`src/rtl/rr_mux_if.sv`:
```
// rr_mux_if: valid/ready input channels and registered output of rr_mux_reg
interface rr_mux_if #(
  parameter int WIDTH = 4,
  parameter int N_CH  = 2,
  parameter int SEL_W = $clog2(N_CH)
);
  logic                  mode;
  logic [SEL_W-1:0]      sel;
  logic [N_CH-1:0]       in_valid;
  logic [N_CH-1:0]       in_ready;
  logic [N_CH*WIDTH-1:0] in_data;
  logic                  out_valid;
  logic                  out_ready;
  logic [WIDTH-1:0]      out_data;
  logic [SEL_W-1:0]      out_ch;
  modport master (
    output mode, sel, in_valid, in_data, out_ready,
    input  in_ready, out_valid, out_data, out_ch
  );
  modport slave (
    input  mode, sel, in_valid, in_data, out_ready,
    output in_ready, out_valid, out_data, out_ch
  );
endinterface

```
`src/rtl/rr_mux_reg.sv`:
```
// rr_mux_reg: registered N-channel mux, fixed-select or round-robin, valid/ready on all sides
module rr_mux_reg #(
  parameter int WIDTH = 4,
  parameter int N_CH  = 2,
  parameter int SEL_W = $clog2(N_CH)
) (
  input logic     clk,
  input logic     rst,
  rr_mux_if.slave bus
);
  logic [SEL_W-1:0] ptr_q, ptr_d;
  logic             out_valid_q, out_valid_d;
  logic [WIDTH-1:0] out_data_q, out_data_d;
  logic [SEL_W-1:0] out_ch_q, out_ch_d;
  logic [N_CH-1:0]  grant;
  logic [SEL_W-1:0] idx, win;
  logic [WIDTH-1:0] mux_data;
  logic             found, load, xfer;
  always_comb begin
    grant = '0;
    found = 1'b0;
    idx   = '0;
    for (int k = 0; k < N_CH; k++) begin
      if (!bus.mode && bus.sel == SEL_W'(k)) grant[k] = bus.in_valid[k];
      idx = SEL_W'((int'(ptr_q) + k) % N_CH);
      if (bus.mode && !found && bus.in_valid[idx]) begin
        grant[idx] = 1'b1;
        found      = 1'b1;
      end
    end
  end
  // AND-OR mux keeps X on ungranted channels away from the output register
  always_comb begin
    win      = '0;
    mux_data = '0;
    for (int i = 0; i < N_CH; i++) begin
      if (grant[i]) win = SEL_W'(i);
      mux_data = mux_data | (bus.in_data[i*WIDTH +: WIDTH] & {WIDTH{grant[i]}});
    end
  end
  always_comb begin
    load        = !out_valid_q || bus.out_ready;
    bus.in_ready = grant & {N_CH{load && !rst}};
    xfer        = |bus.in_ready;
    out_valid_d = xfer || (out_valid_q && !bus.out_ready);
    out_data_d  = xfer ? mux_data : out_data_q;
    out_ch_d    = xfer ? win : out_ch_q;
    ptr_d       = (xfer && bus.mode) ? ((win == SEL_W'(N_CH - 1)) ? '0 : win + 1'b1) : ptr_q;
  end
  always_ff @(posedge clk) begin
    if (rst) begin
      ptr_q       <= '0;
      out_valid_q <= 1'b0;
      out_data_q  <= '0;
      out_ch_q    <= '0;
    end else begin
      ptr_q       <= ptr_d;
      out_valid_q <= out_valid_d;
      out_data_q  <= out_data_d;
      out_ch_q    <= out_ch_d;
    end
  end
  assign bus.out_valid = out_valid_q;
  assign bus.out_data  = out_data_q;
  assign bus.out_ch    = out_ch_q;
endmodule

```
`src/flat_wrapper.sv`:
```
// flat-port wrapper written by rule: the top's interface ports become plain ports
module rr_mux_reg_flat 
#(
  parameter int WIDTH = 4,
  parameter int N_CH  = 2,
  parameter int SEL_W = $clog2(N_CH)
)
  (clk, rst, bus_mode, bus_sel, bus_in_valid, bus_in_data, bus_out_ready, bus_in_ready, bus_out_valid, bus_out_data, bus_out_ch);
  rr_mux_if #(.WIDTH(WIDTH), .N_CH(N_CH), .SEL_W(SEL_W)) bus_i ();
  input logic clk;
  input logic rst;
  input wire logic [$bits(bus_i.mode)-1:0] bus_mode;
  input wire logic [$bits(bus_i.sel)-1:0] bus_sel;
  input wire logic [$bits(bus_i.in_valid)-1:0] bus_in_valid;
  input wire logic [$bits(bus_i.in_data)-1:0] bus_in_data;
  input wire logic [$bits(bus_i.out_ready)-1:0] bus_out_ready;
  output wire logic [$bits(bus_i.in_ready)-1:0] bus_in_ready;
  output wire logic [$bits(bus_i.out_valid)-1:0] bus_out_valid;
  output wire logic [$bits(bus_i.out_data)-1:0] bus_out_data;
  output wire logic [$bits(bus_i.out_ch)-1:0] bus_out_ch;
  assign bus_i.mode = bus_mode;
  assign bus_i.sel = bus_sel;
  assign bus_i.in_valid = bus_in_valid;
  assign bus_i.in_data = bus_in_data;
  assign bus_i.out_ready = bus_out_ready;
  assign bus_in_ready = bus_i.in_ready;
  assign bus_out_valid = bus_i.out_valid;
  assign bus_out_data = bus_i.out_data;
  assign bus_out_ch = bus_i.out_ch;
  rr_mux_reg #(.WIDTH(WIDTH), .N_CH(N_CH), .SEL_W(SEL_W)) u_core (.clk(clk), .rst(rst), .bus(bus_i));
endmodule
```
`config.mk`:
```
export PLATFORM = sky130hd
export DESIGN_NAME = rr_mux_reg_flat
export DESIGN_NICKNAME = d
export VERILOG_FILES = /design/src/rtl/rr_mux_if.sv /design/src/rtl/rr_mux_reg.sv /design/src/flat_wrapper.sv
export SDC_FILE = /design/constraint.sdc
export NUM_CORES = 1
export LEC_CHECK = 0
export CORE_AREA = 10 10 47 49
export CTS_BUF_LIST = sky130_fd_sc_hd__clkbuf_16
export CTS_CLUSTER_DIAMETER = 120
export DETAILED_ROUTE_END_ITERATION = 8
export DIE_AREA = 0 0 57 59
export PLACE_DENSITY = 0.68
export SYNTH_ARGS = -nofsm -noshare
export SYNTH_HDL_FRONTEND = slang
export SYNTH_SLANG_ARGS = --single-unit
export TNS_END_PERCENT = 10
```
`constraint.sdc`:
```
create_clock -name clk -period 1.2 [get_ports clk]
set_input_delay 0.24 -clock clk [delete_from_list [all_inputs] [get_ports clk]]
set_output_delay 0.24 -clock clk [all_outputs]
set_load 0.05 [all_outputs]
```
# [Word-level counts from Yosys, hierarchy flattened]
# Index checks and enable logic that the tools add are counted.
[word_totals] word_cells=50 inputBits=15 register_bits=7 output_inout_bits=8
[classes] n_reduce_logical=18 n_addsub=2 n_mux=15 bitwise=7 order_cmp=4
[ops] operator="1-bit two-way mux" n=11
[ops] operator="1-bit logical AND" n=10
[ops] operator="4-bit bitwise AND" n=2
[ops] operator="1-bit logical NOT" n=5
[ops] operator="1-bit by 2-bit < comparator with 1-bit output (second input constant)" n=2
[ops] operator="2-bit two-way mux" n=2
[ops] operator="4-bit bitwise OR" n=1
[ops] operator="1-bit adder (second input constant)" n=2
[ops] operator="2-bit bitwise AND" n=1
[ops] operator="1-bit demux with 1-bit select" n=2
[ops] operator="1-bit greater-or-equal comparator (second input constant)" n=2
[ops] operator="1-bit logical OR" n=2
[ops] operator="1-bit by 2-bit bitwise OR with 2-bit output" n=1
[ops] operator="2-bit bitwise OR" n=1
[ops] operator="2-bit OR reduction" n=1
[ops] operator="1-bit NOT" n=1

# [Longest topological paths before layout]
# Gate-level depths: netlist (run 1).
[logic_depth] depth_word=12 depth_mapped=4 ltp_nobuf=4

# [Least setup slack after synthesis (run 1)]
# OpenSTA, ideal clock, no wires.
[synth_path] kind="reg-to-output" from="reg u_core.out_valid_q, in the netlist u_core.bus.out_valid" to="out bus_in_ready[0]" path_stages_with_launch=3 path_slack_ns=-0.867 n_path_buf=0 t_arrival_ns=1.827 cell_sequence="dfxtp_1 > nor2b_1 > nor3_1"
[synth_between] elab_chain_len=4
[synth_lines] element="from (decl)" line_no="rr_mux_reg.sv:12" text="logic out_valid_q, out_valid_d;"
[synth_lines] element="from (signal assigned)" line_no="rr_mux_reg.sv:58" text="out_valid_q <= out_valid_d;"
[synth_lines] element="1-bit logical NOT" line_no="rr_mux_reg.sv:42" text="load = !out_valid_q || bus.out_ready;"
[synth_lines] element="1-bit logical OR" line_no="rr_mux_reg.sv:42"
[synth_lines] element="1-bit logical AND" line_no="rr_mux_reg.sv:43" text="bus.in_ready = grant & {N_CH{load && !rst}};"
[synth_lines] element="2-bit bitwise AND" line_no="rr_mux_reg.sv:43"
[synth_lines] element="to (decl)" line_no="flat_wrapper.sv:17" text="output wire logic [$bits(bus_i.in_ready)-1:0] bus_in_ready;"
# Every way passes these cells.

# [Worst setup path in the final report (run 1)]
[layout_path] from="reg u_core.ptr_q" to="out bus_in_ready[0]"
[layout_between] elab_chain_len=9 elab_cells_between_ends=25 classes_between="1 x add/sub; 4 x order compare; 11 x mux; 3 x bitwise; 6 x reduce/logical"
[layout_lines] element="from (decl)" line_no="rr_mux_reg.sv:11" text="logic [SEL_W-1:0] ptr_q, ptr_d;"
[layout_lines] element="from (signal assigned)" line_no="rr_mux_reg.sv:57" text="ptr_q <= ptr_d;"
[layout_lines] element="1-bit by 2-bit < comparator with 1-bit output (not written as such) (tied with other cells)" line_no="rr_mux_reg.sv:27" text="grant[idx] = 1'b1;"
[layout_lines] element="1-bit logical AND (not written as such) / 1-bit two-way mux (equally long branches)" line_no="rr_mux_reg.sv:27, rr_mux_reg.sv:26"
[layout_lines] element="1-bit two-way mux (not written as such) / 1-bit logical AND (equally long branches)" line_no="rr_mux_reg.sv:27, rr_mux_reg.sv:26"
[layout_lines] element="1-bit demux with 1-bit select / 1-bit two-way mux (equally long branches)"
[layout_lines] element="1-bit by 2-bit bitwise OR with 2-bit output (no source line) / 1-bit logical NOT (equally long branches)"
[layout_lines] element="2-bit two-way mux / 1-bit logical AND (equally long branches)" line_no="rr_mux_reg.sv:26" text="if (bus.mode && !found && bus.in_valid[idx]) begin"
[layout_lines] element="2-bit bitwise OR (no source line) / 1-bit logical AND (equally long branches)"
[layout_lines] element="2-bit two-way mux *" line_no="rr_mux_reg.sv:26"
[layout_lines] element="2-bit bitwise AND *" line_no="rr_mux_reg.sv:43"
# Every way passes the cells marked *; elsewhere a longest branch is shown, timed or not. The select of a mux whose other input is x is not followed.

==> implementation parameters, run 1 <==
Parameter                              Value

Status
  Outcome    finished with violations
  Violated checks    setup timing

Global route
  Number of antenna violations at the first check in global routing    0
  Global Route Usage Sum    a little under a tenth
  Wire length of the first global-routing pass    ~2400 µm
  Largest net degree at the start of global routing    7
  Grt ovf    0
  Vias in the first global route    537

Critical path
  Chain of cells forming the critical path    nand3_1, nand3_4, nor3_4, buf_12
  Critical path startpoint category    flip-flop
  Required @ worst endpoint    960 ps
  Kind of end point of the critical path    output pin
  Data arrival time of the worst path    between 1000 and 1500 ps
  Largest fanout on the critical path    3
  Buf+Inv Stages, Crit Path    1
  Delay of the slowest cell on the worst path    320 ps
  Critical path type    flip-flop to output pin
  Slowest-stage cell, CP    dfxtp_2
  Cell family with the largest share of critical-path delay    simple AND/OR/NAND/NOR gates

Yosys
  Main synth FF type    dfxtp_1
  Top post-synthesis cells by count    a21oi_1 (7), dfxtp_1 (7), a211oi_2 (4), a22oi_1 (4), nand3_1 (3)
  Yosys warnings    0
  Number of flops mapped to enable cells by yosys    0
  Post-Synthesis Cell Area    ~400 µm²
  Flops & latches, synth    7
  Dominant cells by area after synthesis    dfxtp_1 (35%), a211oi_2 (12%), a21oi_1 (8.6%)
  Gate count after technology mapping    43
  Biggest area consumer among synthesized cells    dfxtp_1
  Unique masters post-synth    21
  Average cell area after synthesis    9.428 µm²
  Share of async-settable or async-resettable flops after synthesis    0%
  Post-synthesis sequential area ratio    34.57%
  Share of Yosys cell area claimed by the top area cell type    around a third
  Synth Net Count    58

Worst hold path
  Path category of the worst min-delay check    input pin to flip-flop

Place
  Routability congestion estimate    ~0.72
  Count of buffers from port buffering    22
  Placed Cells incl. Taps    90
  Post-detail-place hpwl    between 1000 and 1500 µm

Final layout
  Final cell count without fillers    96
  Synth-to-layout area growth    130.6%
  Fraction of layout instances using a drive strength above 1    approximately half
  Fin nets    96
  Antenna cells    0

Routing
  Via density    5.188
  Via count    498
  Detailed router's first-iteration violation count    10
  Antenna-violating nets left    0
  Average wire per standard cell    ~15 µm
  Detailed Routing Iterations Pass 1    3
  DR DRC count    0
  Total Wirelength    between 1000 and 1500 µm

STA
  Shortest clock period the worst path allows after layout    1422 ps
  Final TNS setup    -660.0 ps
  Measured slew at the worst slew-check pin    roughly 390 ps
  Final number of max-transition violations    0
  Unrepaired setup endpoints after global routing    true
  Maximum operating frequency    between 700 and 800 MHz
  Number of endpoints with negative hold slack in the final report    0
  Share of the clock period used by the worst path after layout    118.5%
  Worst slew slack as a fraction of its limit    between 70% and 80%
  Final Setup Violations    6
  WHS    468.4 ps
  Setup skew after layout    just over 2 ps
  Worst Slack Setup Final    -222.3 ps

Die
  Floorplan die height    just under 60 µm
  Count of pins on the block boundary    23
  Die Wd    around 57 µm
  Core Box Area    about 1400 µm²
  Initial Utilization    28.93%
  Die area    3363 µm²
  Total number of placement rows    14

Clocking
  TritonCTS Sinks    7
  TritonCTS clock tree    done
  Clock-pin slew reported for the worst setup and hold paths after clock tree synthesis    40 ps
  Clk root buf    clkbuf_16
  Maximum buffer depth of the clock tree    2
  Number of H-tree levels    1
  Number of CTS-inserted buffers    3
  Worst-skew pair later-pin latency    between 200 and 250 ps

Power and ir drop
  Combinational group share of total power    between 30% and 40%
  Power per Cell Area    1286 nW/µm²
  Share of total power in the clock network    between 40% and 50%
  Sw frac    26.91%
  Share of power burned in registers    between 20% and 30%
  VDD IR-drop max    between 900 and 1000 µV
  Internal power of the cells    between 0.8 and 0.9 mW
  Leakage power    between 0.3 and 0.4 nW
  Switching component of the power    0.3234 mW

Job
  Count of maximum capacitance violations    0
==> metal layers <==
| metal | share of wire [%] | global-route usage, % | vias up |
|---|---|---|---|
| met3 | 12 | 6.009 | 5 |
| met1 | 39 | 8.623 | 231 |
| met5 | 0 | 0 | - |
| met2 | 46 | 14.26 | 21 |
| met4 | 3.0 | 7.047 | 0 |
| li1 | - | - | 241 |
==> placed cells by master (no fill, tap or decap), types with 2 or more instances in the layout <==
master            n
buf_4            11
clkdlybuf4s50_1   8
buf_12            8
a21oi_1           7
dlygate4sd2_1     5
dfxtp_1           5
a22oi_1           4
a211oi_2          4
clkbuf_16         3
nand3_1           2
dfxtp_2           2
==> power groups by stage <==
stage          logic [mW]  clock network [mW]  registers (mW)
6_report            0.364               0.564           0.273
4_1_cts             0.367               0.573           0.273
5_1_grt             0.385               0.591           0.275
2_1_floorplan       0.117                   0           0.325
3_3_place_gp        0.356                   0           0.276
3_5_place_dp        0.359                   0           0.276
==> worst paths after layout <==
path / start / end / slack [ps] / depth (start not counted)
setup reg to reg: u_core.bus.out_valid / u_core.bus.out_data[2] / -60 / 4
hold reg to reg: u_core.ptr_q / u_core.ptr_q / 500 / 2
setup / recovery: u_core.ptr_q / bus_in_ready[0] / -220 / 4
hold / removal: bus_mode / u_core.ptr_q / 470 / 4
==> final cells by class <==
type	count	area, µm²
clock buffer	3	75.07
inverter	1	3.754
fill	114	466.7
tap	16	20.02
multi-input combinational	34	306.5
sequential	7	142.6
timing repair buffer	34	382.9
clock inverter	1	3.754
==> kinds of logic (layout without fill, tap and decap cells) <==
logic type	after synthesis	after routing	share of synthesized area, %
DFF	7	7	34.57
and+or+nand+nor	14	14	25.00
buffers and inverters	2	39	2.158
AOI/OAI and AO/OA	20	20	38.27
==> metrics by stage <==
stage          util, %  instance area [µm²]  total power [mW]  worst slack [ps]
2_1_floorplan        -                441.7            0.4420            -128.4
3_3_place_gp     59.38                832.0            0.6321            -502.4
3_5_place_dp     59.38                832.0            0.6352            -521.2
4_1_cts          66.70                934.6             1.213            -223.3
5_1_grt          66.70                934.6             1.251            -272.7
6_report         66.70                934.6             1.202            -222.3
==> repair_timing <==
action,in CTS,in global routing
resized for setup,13,0
pin swaps,1,0
setup buffers,2,0
endpoints found under the setup margin,8,6
hold buffers,0,0
==> worst reg2reg max path: stages (launching register included) <==
cell      delay, ps
dfxtp_2         310
nor2b_4         150
nor3_2          350
and2_4          260
a211oi_2         70
==> state kept, by name, summed over array words and instances (netlist names) <==
register              count
u_core.bus.out_ch         1
u_core.bus.out_data       4
u_core.bus.out_valid      1
u_core.ptr_q              1
(Power assumes the default switching activity.)
==> run 2: changes to the inputs <==
--- a/config.mk
+++ b/config.mk
@@ -5,12 +5,15 @@
 export SDC_FILE = /design/constraint.sdc
 export NUM_CORES = 1
 export LEC_CHECK = 0
-export CORE_AREA = 10 10 47 49
+export CELL_PAD_IN_SITES_DETAIL_PLACEMENT = 0
+export CELL_PAD_IN_SITES_GLOBAL_PLACEMENT = 1
+export CORE_MARGIN = 10
+export CORE_UTILIZATION = 22
 export CTS_BUF_LIST = sky130_fd_sc_hd__clkbuf_16
 export CTS_CLUSTER_DIAMETER = 120
 export DETAILED_ROUTE_END_ITERATION = 8
-export DIE_AREA = 0 0 57 59
-export PLACE_DENSITY = 0.68
+export PLACE_DENSITY = 0.69
+export SETUP_SLACK_MARGIN = 0.05
 export SYNTH_ARGS = -nofsm -noshare
 export SYNTH_HDL_FRONTEND = slang
 export SYNTH_SLANG_ARGS = --single-unit
==> implementation parameters, run 2 (synthesized netlist as in run 1, its figures left out) <==
Parameter                              Value

Place
  Count of buffers from port buffering    22 (unchanged)
  Routability congestion estimate    0.7686 (+6.1%)
  Placed Cells incl. Taps    100 (+11%)
  Post-detail-place hpwl    1127 µm (+1.1%)

Worst hold path
  Worst min-delay path startpoint    bus_mode
  Path category of the worst min-delay check    input pin to flip-flop
  Worst-case hold path end point    u_core.ptr_q
  Hold-critical path depth    4 (unchanged)

Job
  Count of maximum capacitance violations    0 (unchanged)

Clocking
  Maximum buffer depth of the clock tree    2 (unchanged)
  Number of H-tree levels    1 (unchanged)
  Clock-pin slew reported for the worst setup and hold paths after clock tree synthesis    40 ps (about the same)
  TritonCTS Sinks    7 (unchanged)
  Clk root buf    clkbuf_16
  Number of CTS-inserted buffers    3 (unchanged)
  TritonCTS clock tree    done
  Worst-skew pair later-pin latency    230 ps (about the same)

Final layout
  Synth-to-layout area growth    143.5%
  Most frequent standard cell in the layout excluding fill and tap cells    buf_4
  Number of flip-flops in the largest register    4 (unchanged)
  Fraction of layout instances using a drive strength above 1    54.88% (+3.6 points)
  Top library cells by usage in the layout, fill and taps aside    buf_4 (12), clkdlybuf4s50_1 (8), buf_12 (8)
  Fin nets    98 (+2.1%)
  Antenna cells    0 (unchanged)
  Final cell count without fillers    107 (+11%)

Global route
  Vias in the first global route    538 (+0.19%)
  Largest net degree at the start of global routing    7 (unchanged)
  Wire length of the first global-routing pass    2511 µm (+4.3%)
  Global Route Usage Sum    7.767% (-1.5 points)
  Grt ovf    0 (unchanged)
  Number of antenna violations at the first check in global routing    0 (unchanged)

Critical path
  Length in cells of the worst reg-to-reg path    4 (unchanged)
  Reg2Reg Capture Point    u_core.bus.out_data[0]
  Delay of the slowest cell on the worst path    370 ps (+50 ps)
  Largest fanout on the critical path    3 (unchanged)
  Kind of end point of the critical path    output pin
  Beginning of the worst register-to-register path    u_core.bus.out_valid
  Critical path type    flip-flop to output pin
  Critical path startpoint category    flip-flop
  Chain of cells forming the critical path    inv_4, a31oi_4, nor3b_4, buf_12
  Required @ worst endpoint    960 ps (about the same)
  Worst R2R Setup Slack    -60 ps (about the same)
  Slowest-stage cell, CP    dfxtp_4
  Data arrival time of the worst path    1190 ps (about the same)

Die
  Count of pins on the block boundary    23 (unchanged)
  Initial Utilization    23.23% (-5.7 points)
  Total number of placement rows    15 (+1)
  Core Box Area    1745 µm² (+25%)
  Floorplan die height    62.93 µm (+6.7%)
  Die Wd    62.93 µm (+10%)
  Die area    3960 µm² (+18%)

STA
  Unrepaired setup endpoints after global routing    true
  Measured slew at the worst slew-check pin    388.2 ps (+2.342 ps)
  Worst Slack Setup Final    -233.1 ps (-10.83 ps)
  Number of endpoints with negative hold slack in the final report    0 (unchanged)
  Setup skew after layout    0.4714 ps (-1.553 ps)
  Final TNS setup    -590.2 ps (+69.74 ps)
  Share of the clock period used by the worst path after layout    119.4% (+0.90 points)
  Final number of max-transition violations    0 (unchanged)
  Worst slew slack as a fraction of its limit    73.98% (-0.16 points)
  Shortest clock period the worst path allows after layout    1433 ps (+10.83 ps)
  Final Setup Violations    6 (unchanged)
  Maximum operating frequency    697.8 MHz (-0.76%)

Status
  Outcome    finished with violations
  Violated checks    setup timing

Routing
  Detailed Routing Iterations Pass 1    2 (-1)
  DR DRC count    0 (unchanged)
  Total Wirelength    1428 µm (+0.14%)
  Via count    486 (-2.4%)
  Detailed router's first-iteration violation count    1 (-9)
  Average wire per standard cell    13.35 µm (-10%)
  Antenna-violating nets left    0 (unchanged)
  Via density    4.542 (-12%)

Power and ir drop
  Power per Cell Area    1214 nW/µm² (-5.6%)
  VDD IR-drop max    689.6 µV (-31%)
  Leakage power    0.3892 nW (+2.8%)
## run 2: area by class of cell
cell class / count / area [µm²]
timing repair buffer: 36 / 406.6
clock inverter: 1 / 3.754
clock buffer: 3 / 75.07
fill: 166 / 758.2
tap: 25 / 31.28
sequential: 7 / 145.1
inverter: 1 / 6.256
multi-input combinational: 34 / 319.1
## run 2: worst max-delay path: cells and delay by family (launching register included)
family                 cells  cell delay [ps]
buffers and inverters      2              200
AND/OR/NAND/NOR            1              240
flip-flops                 1              370
AO/OA/AOI/OAI              1              150
## run 2: stage by stage
stage	utilization, %	cell area [µm²]	setup WS (ps)	total power, mW	hold slack, ps
2_1_floorplan	-	441.7	-128.4	0.4420	380.5
3_3_place_gp	48.75	850.8	-507.8	0.6364	478.5
3_5_place_dp	48.75	850.8	-506.3	0.6394	486.0
4_1_cts	56.49	985.9	-229.2	1.213	474.8
5_1_grt	56.56	987.2	-270.4	1.258	493.6
6_report	56.56	987.2	-233.1	1.199	480.2
## run 2: repair_timing
action,CTS,global route
hold buffers,0,0
buffers inserted,3,0
endpoints found under the setup margin,9,7
pin swaps,2,1
resized for setup,21,1
## run 2: how the worst max path moves through the flow
stage | end | start | cells after the start | slack [ps]
final | bus_in_ready[1] | u_core.ptr_q | 4 | -230
after global routing | bus_in_ready[1] | u_core.ptr_q | 4 | -270
after CTS | bus_in_ready[1] | u_core.ptr_q | 4 | -230
after detailed placement | bus_in_ready[1] | bus_mode | 5 | -510
after global placement | bus_in_ready[1] | bus_mode | 5 | -510
after floorplan | bus_in_ready[1] | u_core.ptr_q | 3 | -130
## run 2: power by group
part | leakage (nW) | switching, mW | total (mW) | internal [mW]
Clock | 0.0423 | 0.118 | 0.550 | 0.433
Sequential | 0.0588 | 0.0204 | 0.274 | 0.254
Combinational | 0.288 | 0.176 | 0.374 | 0.198
## run 2: metal layers
layer  track usage (%)  wire length, µm
met2             13.71              754
met1             8.060              573
met3             3.226               99
met5                 0                0
met4             2.514                0
